**src/rtl/lcd_hd44780_writer_if.sv**
```systemverilog
// ----------------------------------------------------------------------------
// lcd_hd44780_writer_if
// Bundles the message-ROM port, the HD44780 parallel bus and the status
// flags of lcd_hd44780_writer.
//   start   : one-cycle request to run init plus message
//   index   : ROM address (4 bits)
//   data_in : ROM word {RS, DB[7:0]}, combinational from index
//   lcd_rs, lcd_rw, lcd_e, lcd_db : panel bus (write only, rw tied 0)
//   busy, done : sequencer status
// modport master : the sequencer side
// modport slave  : the system side (start source, ROM, panel)
// ----------------------------------------------------------------------------
interface lcd_hd44780_writer_if;
  logic       start;
  logic [3:0] index;
  logic [8:0] data_in;
  logic       lcd_rs;
  logic       lcd_rw;
  logic       lcd_e;
  logic [7:0] lcd_db;
  logic       busy;
  logic       done;

  modport master (
    input  start,
    input  data_in,
    output index,
    output lcd_rs,
    output lcd_rw,
    output lcd_e,
    output lcd_db,
    output busy,
    output done
  );

  modport slave (
    output start,
    output data_in,
    input  index,
    input  lcd_rs,
    input  lcd_rw,
    input  lcd_e,
    input  lcd_db,
    input  busy,
    input  done
  );
endinterface

```
**src/rtl/lcd_hd44780_writer.sv**
```systemverilog
// ----------------------------------------------------------------------------
// lcd_hd44780_writer
// Drives a write-only HD44780-compatible character LCD over an 8-bit bus.
// After a power-up delay it waits for start, sends the fixed init sequence
// (0x38, 0x0C, 0x01, 0x06 with RS=0), then streams ROM words {RS,DB} to the
// panel until a 9'h000 terminator or after ROM index 15.
// Ports:
//   clk   : system clock, rising edge
//   rst_n : asynchronous active-low reset
//   bus   : lcd_hd44780_writer_if.master (start, index, data_in, lcd_rs,
//           lcd_rw, lcd_e, lcd_db, busy, done)
// Every write is SETUP (E low, bus stable) -> PULSE (E high) -> WAIT (E low,
// command execution time). ROM words get one extra FETCH cycle in front.
// All outputs come straight from flops.
// ----------------------------------------------------------------------------
module lcd_hd44780_writer #(
  parameter int POWERUP_CYC    = 750000,
  parameter int SETUP_CYC      = 2,
  parameter int PULSE_CYC      = 12,
  parameter int CMD_WAIT_CYC   = 2000,
  parameter int CLEAR_WAIT_CYC = 82000,
  parameter int CNT_W          = 20
) (
  input logic                  clk,
  input logic                  rst_n,
  lcd_hd44780_writer_if.master bus
);

  typedef enum logic [2:0] {
    S_POWERUP,
    S_IDLE,
    S_SETUP,
    S_PULSE,
    S_WAIT,
    S_FETCH,
    S_DONE
  } state_t;

  // Counters run 0..N-1, so compare against the last count value.
  localparam logic [CNT_W-1:0] POWERUP_LAST = CNT_W'(POWERUP_CYC - 1);
  localparam logic [CNT_W-1:0] SETUP_LAST   = CNT_W'(SETUP_CYC - 1);
  localparam logic [CNT_W-1:0] PULSE_LAST   = CNT_W'(PULSE_CYC - 1);
  localparam logic [CNT_W-1:0] CMD_LAST     = CNT_W'(CMD_WAIT_CYC - 1);
  localparam logic [CNT_W-1:0] CLEAR_LAST   = CNT_W'(CLEAR_WAIT_CYC - 1);

  localparam logic [7:0] CMD_FUNC  = 8'h38;  // 8-bit bus, 2 lines, 5x8 font
  localparam logic [7:0] CMD_DISP  = 8'h0C;  // display on, cursor off
  localparam logic [7:0] CMD_CLEAR = 8'h01;  // clear display (slow)
  localparam logic [7:0] CMD_ENTRY = 8'h06;  // increment, no shift

  function automatic logic [7:0] init_cmd(input logic [1:0] step);
    logic [7:0] cmd;
    case (step)
      2'd0:    cmd = CMD_FUNC;
      2'd1:    cmd = CMD_DISP;
      2'd2:    cmd = CMD_CLEAR;
      default: cmd = CMD_ENTRY;
    endcase
    return cmd;
  endfunction

  state_t           state_reg, state_next;
  logic [CNT_W-1:0] cnt_reg, cnt_next;
  logic [1:0]       step_reg, step_next;
  logic             init_reg, init_next;   // 1 while sending init commands
  logic [3:0]       index_reg, index_next;
  logic             rs_reg, rs_next;
  logic [7:0]       db_reg, db_next;
  logic             e_reg, e_next;
  logic             busy_reg, busy_next;
  logic             done_reg, done_next;
  logic [CNT_W-1:0] wait_last;

  always_ff @(posedge clk or negedge rst_n) begin
    if (!rst_n) begin
      state_reg <= S_POWERUP;
      cnt_reg   <= '0;
      step_reg  <= 2'd0;
      init_reg  <= 1'b0;
      index_reg <= 4'd0;
      rs_reg    <= 1'b0;
      db_reg    <= 8'h00;
      e_reg     <= 1'b0;
      busy_reg  <= 1'b1;
      done_reg  <= 1'b0;
    end else begin
      state_reg <= state_next;
      cnt_reg   <= cnt_next;
      step_reg  <= step_next;
      init_reg  <= init_next;
      index_reg <= index_next;
      rs_reg    <= rs_next;
      db_reg    <= db_next;
      e_reg     <= e_next;
      busy_reg  <= busy_next;
      done_reg  <= done_next;
    end
  end

  always_comb begin
    state_next = state_reg;
    cnt_next   = cnt_reg + CNT_W'(1);
    step_next  = step_reg;
    init_next  = init_reg;
    index_next = index_reg;
    rs_next    = rs_reg;
    db_next    = db_reg;

    // Clear display needs the long wait whether it came from init or ROM.
    wait_last = (!rs_reg && db_reg == CMD_CLEAR) ? CLEAR_LAST : CMD_LAST;

    case (state_reg)
      S_POWERUP: begin
        if (cnt_reg == POWERUP_LAST) begin
          state_next = S_IDLE;
          cnt_next   = '0;
        end
      end

      S_IDLE, S_DONE: begin
        cnt_next = '0;
        if (bus.start) begin
          state_next = S_SETUP;
          index_next = 4'd0;
          step_next  = 2'd0;
          init_next  = 1'b1;
          rs_next    = 1'b0;
          db_next    = CMD_FUNC;
        end
      end

      S_SETUP: begin
        if (cnt_reg == SETUP_LAST) begin
          state_next = S_PULSE;
          cnt_next   = '0;
        end
      end

      S_PULSE: begin
        if (cnt_reg == PULSE_LAST) begin
          state_next = S_WAIT;
          cnt_next   = '0;
        end
      end

      S_WAIT: begin
        if (cnt_reg == wait_last) begin
          cnt_next = '0;
          if (init_reg) begin
            if (step_reg == 2'd3) begin
              init_next  = 1'b0;
              index_next = 4'd0;
              state_next = S_FETCH;
            end else begin
              step_next  = step_reg + 2'd1;
              rs_next    = 1'b0;
              db_next    = init_cmd(step_reg + 2'd1);
              state_next = S_SETUP;
            end
          end else if (index_reg == 4'hF) begin
            // Last ROM slot sent: stop here, index does not wrap.
            state_next = S_DONE;
          end else begin
            index_next = index_reg + 4'd1;
            state_next = S_FETCH;
          end
        end
      end

      S_FETCH: begin
        cnt_next = '0;
        if (bus.data_in == 9'h000) begin
          state_next = S_DONE;
        end else begin
          {rs_next, db_next} = bus.data_in;
          state_next         = S_SETUP;
        end
      end

      default: begin
        state_next = S_POWERUP;
        cnt_next   = '0;
      end
    endcase

    // Status and strobe are decoded from the next state so they leave flops.
    e_next    = (state_next == S_PULSE);
    busy_next = !(state_next == S_IDLE || state_next == S_DONE);
    done_next = (state_next == S_DONE);
  end

  assign bus.index  = index_reg;
  assign bus.lcd_rs = rs_reg;
  assign bus.lcd_rw = 1'b0;
  assign bus.lcd_e  = e_reg;
  assign bus.lcd_db = db_reg;
  assign bus.busy   = busy_reg;
  assign bus.done   = done_reg;

endmodule
```
**src/flat_wrapper.sv**
```systemverilog
// flat-port wrapper written by rule: the top's interface ports become plain ports
module lcd_hd44780_writer_flat 
#(
  parameter int POWERUP_CYC    = 750000,
  parameter int SETUP_CYC      = 2,
  parameter int PULSE_CYC      = 12,
  parameter int CMD_WAIT_CYC   = 2000,
  parameter int CLEAR_WAIT_CYC = 82000,
  parameter int CNT_W          = 20
)
  (clk, rst_n, bus_start, bus_data_in, bus_index, bus_lcd_rs, bus_lcd_rw, bus_lcd_e, bus_lcd_db, bus_busy, bus_done);
  lcd_hd44780_writer_if bus_i ();
  input logic clk;
  input logic rst_n;
  input wire logic [$bits(bus_i.start)-1:0] bus_start;
  input wire logic [$bits(bus_i.data_in)-1:0] bus_data_in;
  output wire logic [$bits(bus_i.index)-1:0] bus_index;
  output wire logic [$bits(bus_i.lcd_rs)-1:0] bus_lcd_rs;
  output wire logic [$bits(bus_i.lcd_rw)-1:0] bus_lcd_rw;
  output wire logic [$bits(bus_i.lcd_e)-1:0] bus_lcd_e;
  output wire logic [$bits(bus_i.lcd_db)-1:0] bus_lcd_db;
  output wire logic [$bits(bus_i.busy)-1:0] bus_busy;
  output wire logic [$bits(bus_i.done)-1:0] bus_done;
  assign bus_i.start = bus_start;
  assign bus_i.data_in = bus_data_in;
  assign bus_index = bus_i.index;
  assign bus_lcd_rs = bus_i.lcd_rs;
  assign bus_lcd_rw = bus_i.lcd_rw;
  assign bus_lcd_e = bus_i.lcd_e;
  assign bus_lcd_db = bus_i.lcd_db;
  assign bus_busy = bus_i.busy;
  assign bus_done = bus_i.done;
  lcd_hd44780_writer #(.POWERUP_CYC(POWERUP_CYC), .SETUP_CYC(SETUP_CYC), .PULSE_CYC(PULSE_CYC), .CMD_WAIT_CYC(CMD_WAIT_CYC), .CLEAR_WAIT_CYC(CLEAR_WAIT_CYC), .CNT_W(CNT_W)) u_core (.clk(clk), .rst_n(rst_n), .bus(bus_i));
endmodule
```
**config.mk**
```make
export PLATFORM = sky130hd
export DESIGN_NAME = lcd_hd44780_writer_flat
export DESIGN_NICKNAME = d
export VERILOG_FILES = /design/src/rtl/lcd_hd44780_writer_if.sv /design/src/rtl/lcd_hd44780_writer.sv /design/src/flat_wrapper.sv
export SDC_FILE = /design/constraint.sdc
export NUM_CORES = 1
export LEC_CHECK = 0
export BUFFER_PORTS_ARGS = -buffer_cell sky130_fd_sc_hd__buf_2
export CORE_MARGIN = 1.5
export CORE_UTILIZATION = 52
export DETAILED_ROUTE_END_ITERATION = 10
export PLACE_DENSITY = 0.75
export SLEW_MARGIN = 5
export SYNTH_ARGS = -nofsm -noshare
export SYNTH_HDL_FRONTEND = slang
export SYNTH_SLANG_ARGS = --single-unit
```
**constraint.sdc**
```tcl
create_clock -name clk -period 2.03 [get_ports clk]
set_input_delay 0.406 -clock clk [delete_from_list [all_inputs] [get_ports clk]]
set_output_delay 0.406 -clock clk [all_outputs]
set_load 0.01 [all_outputs]
```
==> reports/metrics.cfg <==
[status]
status = finished with violations
failed_checks = negative setup slack

[synthesis]
netlist_area_um2 = 2380
yosysSeqAreaShare_pct = 44.3
ys_seq_elements = 42
syn_nets = 275
yosysWarnings = 0
synth_simple_gate_area_share_pct = 27.5
synthesis.instances = 256
muxShareOfSynthArea_pct = 3.32
post_synth.cell_area_avg_um2 = 9.29
synth-main-ff-cell = dfrtp_1
ys_async_sr_fraction_pct = 100
synthAdderAreaFrac_pct = 3.68
synth_compound_area_share_pct = 10.5
synth_edf_count = 0
synth_xor_area_share_pct = 6.63
yosysUniqueCellTypes = 50
synth_top_family_by_area = simple AND/OR/NAND/NOR gates

[sta]
finalCritPeriodShare_pct = 110
finalSetupViolCount = 36
finalSetupTns_ns = -4.15
fin_hold_ws_ns = 0.168
fin_skew_ns = 0.00808
max_freq_mhz = 446
slew_violations = 0
min_period_ns = 2.24
worst-slew-pin-transition_ns = 0.549
hold_viol = 0
rsz0062_at_grt = yes
slew_headroom_pct = 63.4
fin_ws_ns = -0.210

[worst_setup_path]
cp_data_required_time_ns = 2.26
start_kind = flop
worstPathMaxFanout = 4
worst_r2r_path_depth = 5
cp.arrival_ns = 2.47
worstSetupPathType = reg -> reg
critPathCaptureType = flop

[final_layout]
drive_gt1_share_pct = 40.7
nets = 355
multi_input_area_um2 = 1420
insertedDiodeCount = 0
regArea_um2 = 1050
stdcell_count = 389
largest_reg_flops = 20
syn_to_final_growth_pct = 40.1
fillers = 309
final_util_pct = 75.9

[clock_tree]
cts_made_buffers = 5
clock_latency_ns = 0.30
cts.clk_slew.worst_paths_ns = 0.08
clock_tree.root_cell = clkbuf_8
cts_tree = done
cts_sinks = 42
cts_buffer_depth = 2
h-tree-depth = 2

[global_route]
antenna_found_initial = 0
globalRouteOverflowTotal = 0
grt_usage_pct = 27.6
grt_max_degree = 43
first_global_vias = 2287
grt_pass1_wl_um = 10700

[floorplanning]
num_rows = 24
die-area_um2 = 4990
design.portCount = 29
die_h_um = 70.6
start_util_pct = 54.2
die-width_um = 70.6
core_area_um2 = 4380

[detailed_routing]
post_drt_via_cell_ratio = 5.67
drc_errors = 0
drtAntennaViolNets = 0
wl_um = 6630
wl_per_cell_um = 17.0
drt_iter0_markers = 108
dr.pass1.iters = 4
dr_total_vias = 2205

[place]
place_inst = 373
io_buffers = 27
post-place-ws_ns = -0.169
hpwl_um = 4140
gp_congestion = 0.855

[pwr]
ir_drop_uv = 424
power.density_nw_per_um2 = 507
p_leak_nw = 1.53

[run]
drv_cap = 0

[min_path]
hold_class = in -> async

==> cells by family (layout without fill, tap and decap cells) <==
kind of cell               Yosys count  after routing
AOI/OAI and AO/OA                   37             37
xor gates and xnor gates            18             18
adders and majority gates            7              7
buffers and inverters               23            104
DFF                                 42             42
muxes                                7              7
other                                1              1
and+or+nand+nor                    121            121
==> cells in the mapped netlist (7+ instances only) <==
master | number | area [um2]
nand4_1 | 9 | 56.3
nand2_1 | 17 | 63.8
nand3_1 | 15 | 75.1
nor2_1 | 30 | 113
dfrtp_1 | 41 | 1030
inv_1 | 13 | 48.8
o21ai_0 | 14 | 70.1
ha_1 | 7 | 87.6
xor2_1 | 12 | 105
nand2b_1 | 7 | 43.8
==> per-layer routing <==
metal	global-route usage, %	routed length (um)
met5	0	0
met4	11.7	179
met3	4.70	274
met2	49.3	3480
met1	32.9	2690
==> final cells by class <==
class | instances | share of cell area [%]
Multi-Input combinational cell | 191 | 42.6
Sequential cell | 42 | 31.6
Timing Repair Buffer | 83 | 18.1
Clock buffer | 6 | 2.48
Tap cell | 52 | 1.95
Clock inverter | 2 | 1.80
Inverter | 13 | 1.47
==> cell usage in the layout, fill, tap and decap left out, types with 4 or more instances in the layout <==
cell type and instances:
buf_4 49, dfrtp_1 41, buf_2 27, nand2_1 17, nand3_1 15, inv_1 13, xor2_1 12, nor2_4 12
nor2_1 11, nand4_1 9, o21ai_0 9, nor2_2 8, nand2b_1 7, and2_1 6, xnor2_1 6, ha_1 6
clkbuf_8 6, and3_1 5, o21ai_1 5, nor2b_1 4
==> critical path: stages (launching register included) <==
cell	delay, ns
dfrtp_1	0.40
nor3_1	0.42
nand4_1	0.31
or4_4	0.58
or3_4	0.36
o21ai_2	0.11
==> power by group <==
part / switching, mW / internal (mW)
registers: 0 / 0.836
clock network: 0.292 / 0.525
logic: 0.0246 / 0.0101
==> final timing paths <==
path / from / slack, ns / to
max: u_core.cnt_reg[12] / -0.21 / u_core.bus.index[1]
min: rst_n / 0.17 / u_core.bus.lcd_db[4]
max reg2reg: u_core.cnt_reg[12] / -0.21 / u_core.bus.index[1]
min reg2reg: u_core.cnt_reg[0] / 0.55 / u_core.cnt_reg[0]
max in group asynchronous: rst_n / 1.47 / u_core.bus.busy
min in group clk: bus_data_in[7] / 0.33 / u_core.bus.lcd_db[7]
==> per-stage QoR <==
step	total power, mW	instance area (um2)
after floorplan	0.857	2400
after global placement	0.887	2920
after detailed placement	0.888	2920
after CTS	1.70	3300
after global routing	1.74	3330
final	1.69	3330
==> timing repair <==
action | CTS | global route
hold buffers | 0 | 0
resized for setup | 26 | 35
setup endpoints to repair | 38 | 41
setup buffers | 8 | 1
pin swaps | 5 | 16
cloned | 3 | 0
Note: power is estimated with default switching activity, not from simulation.
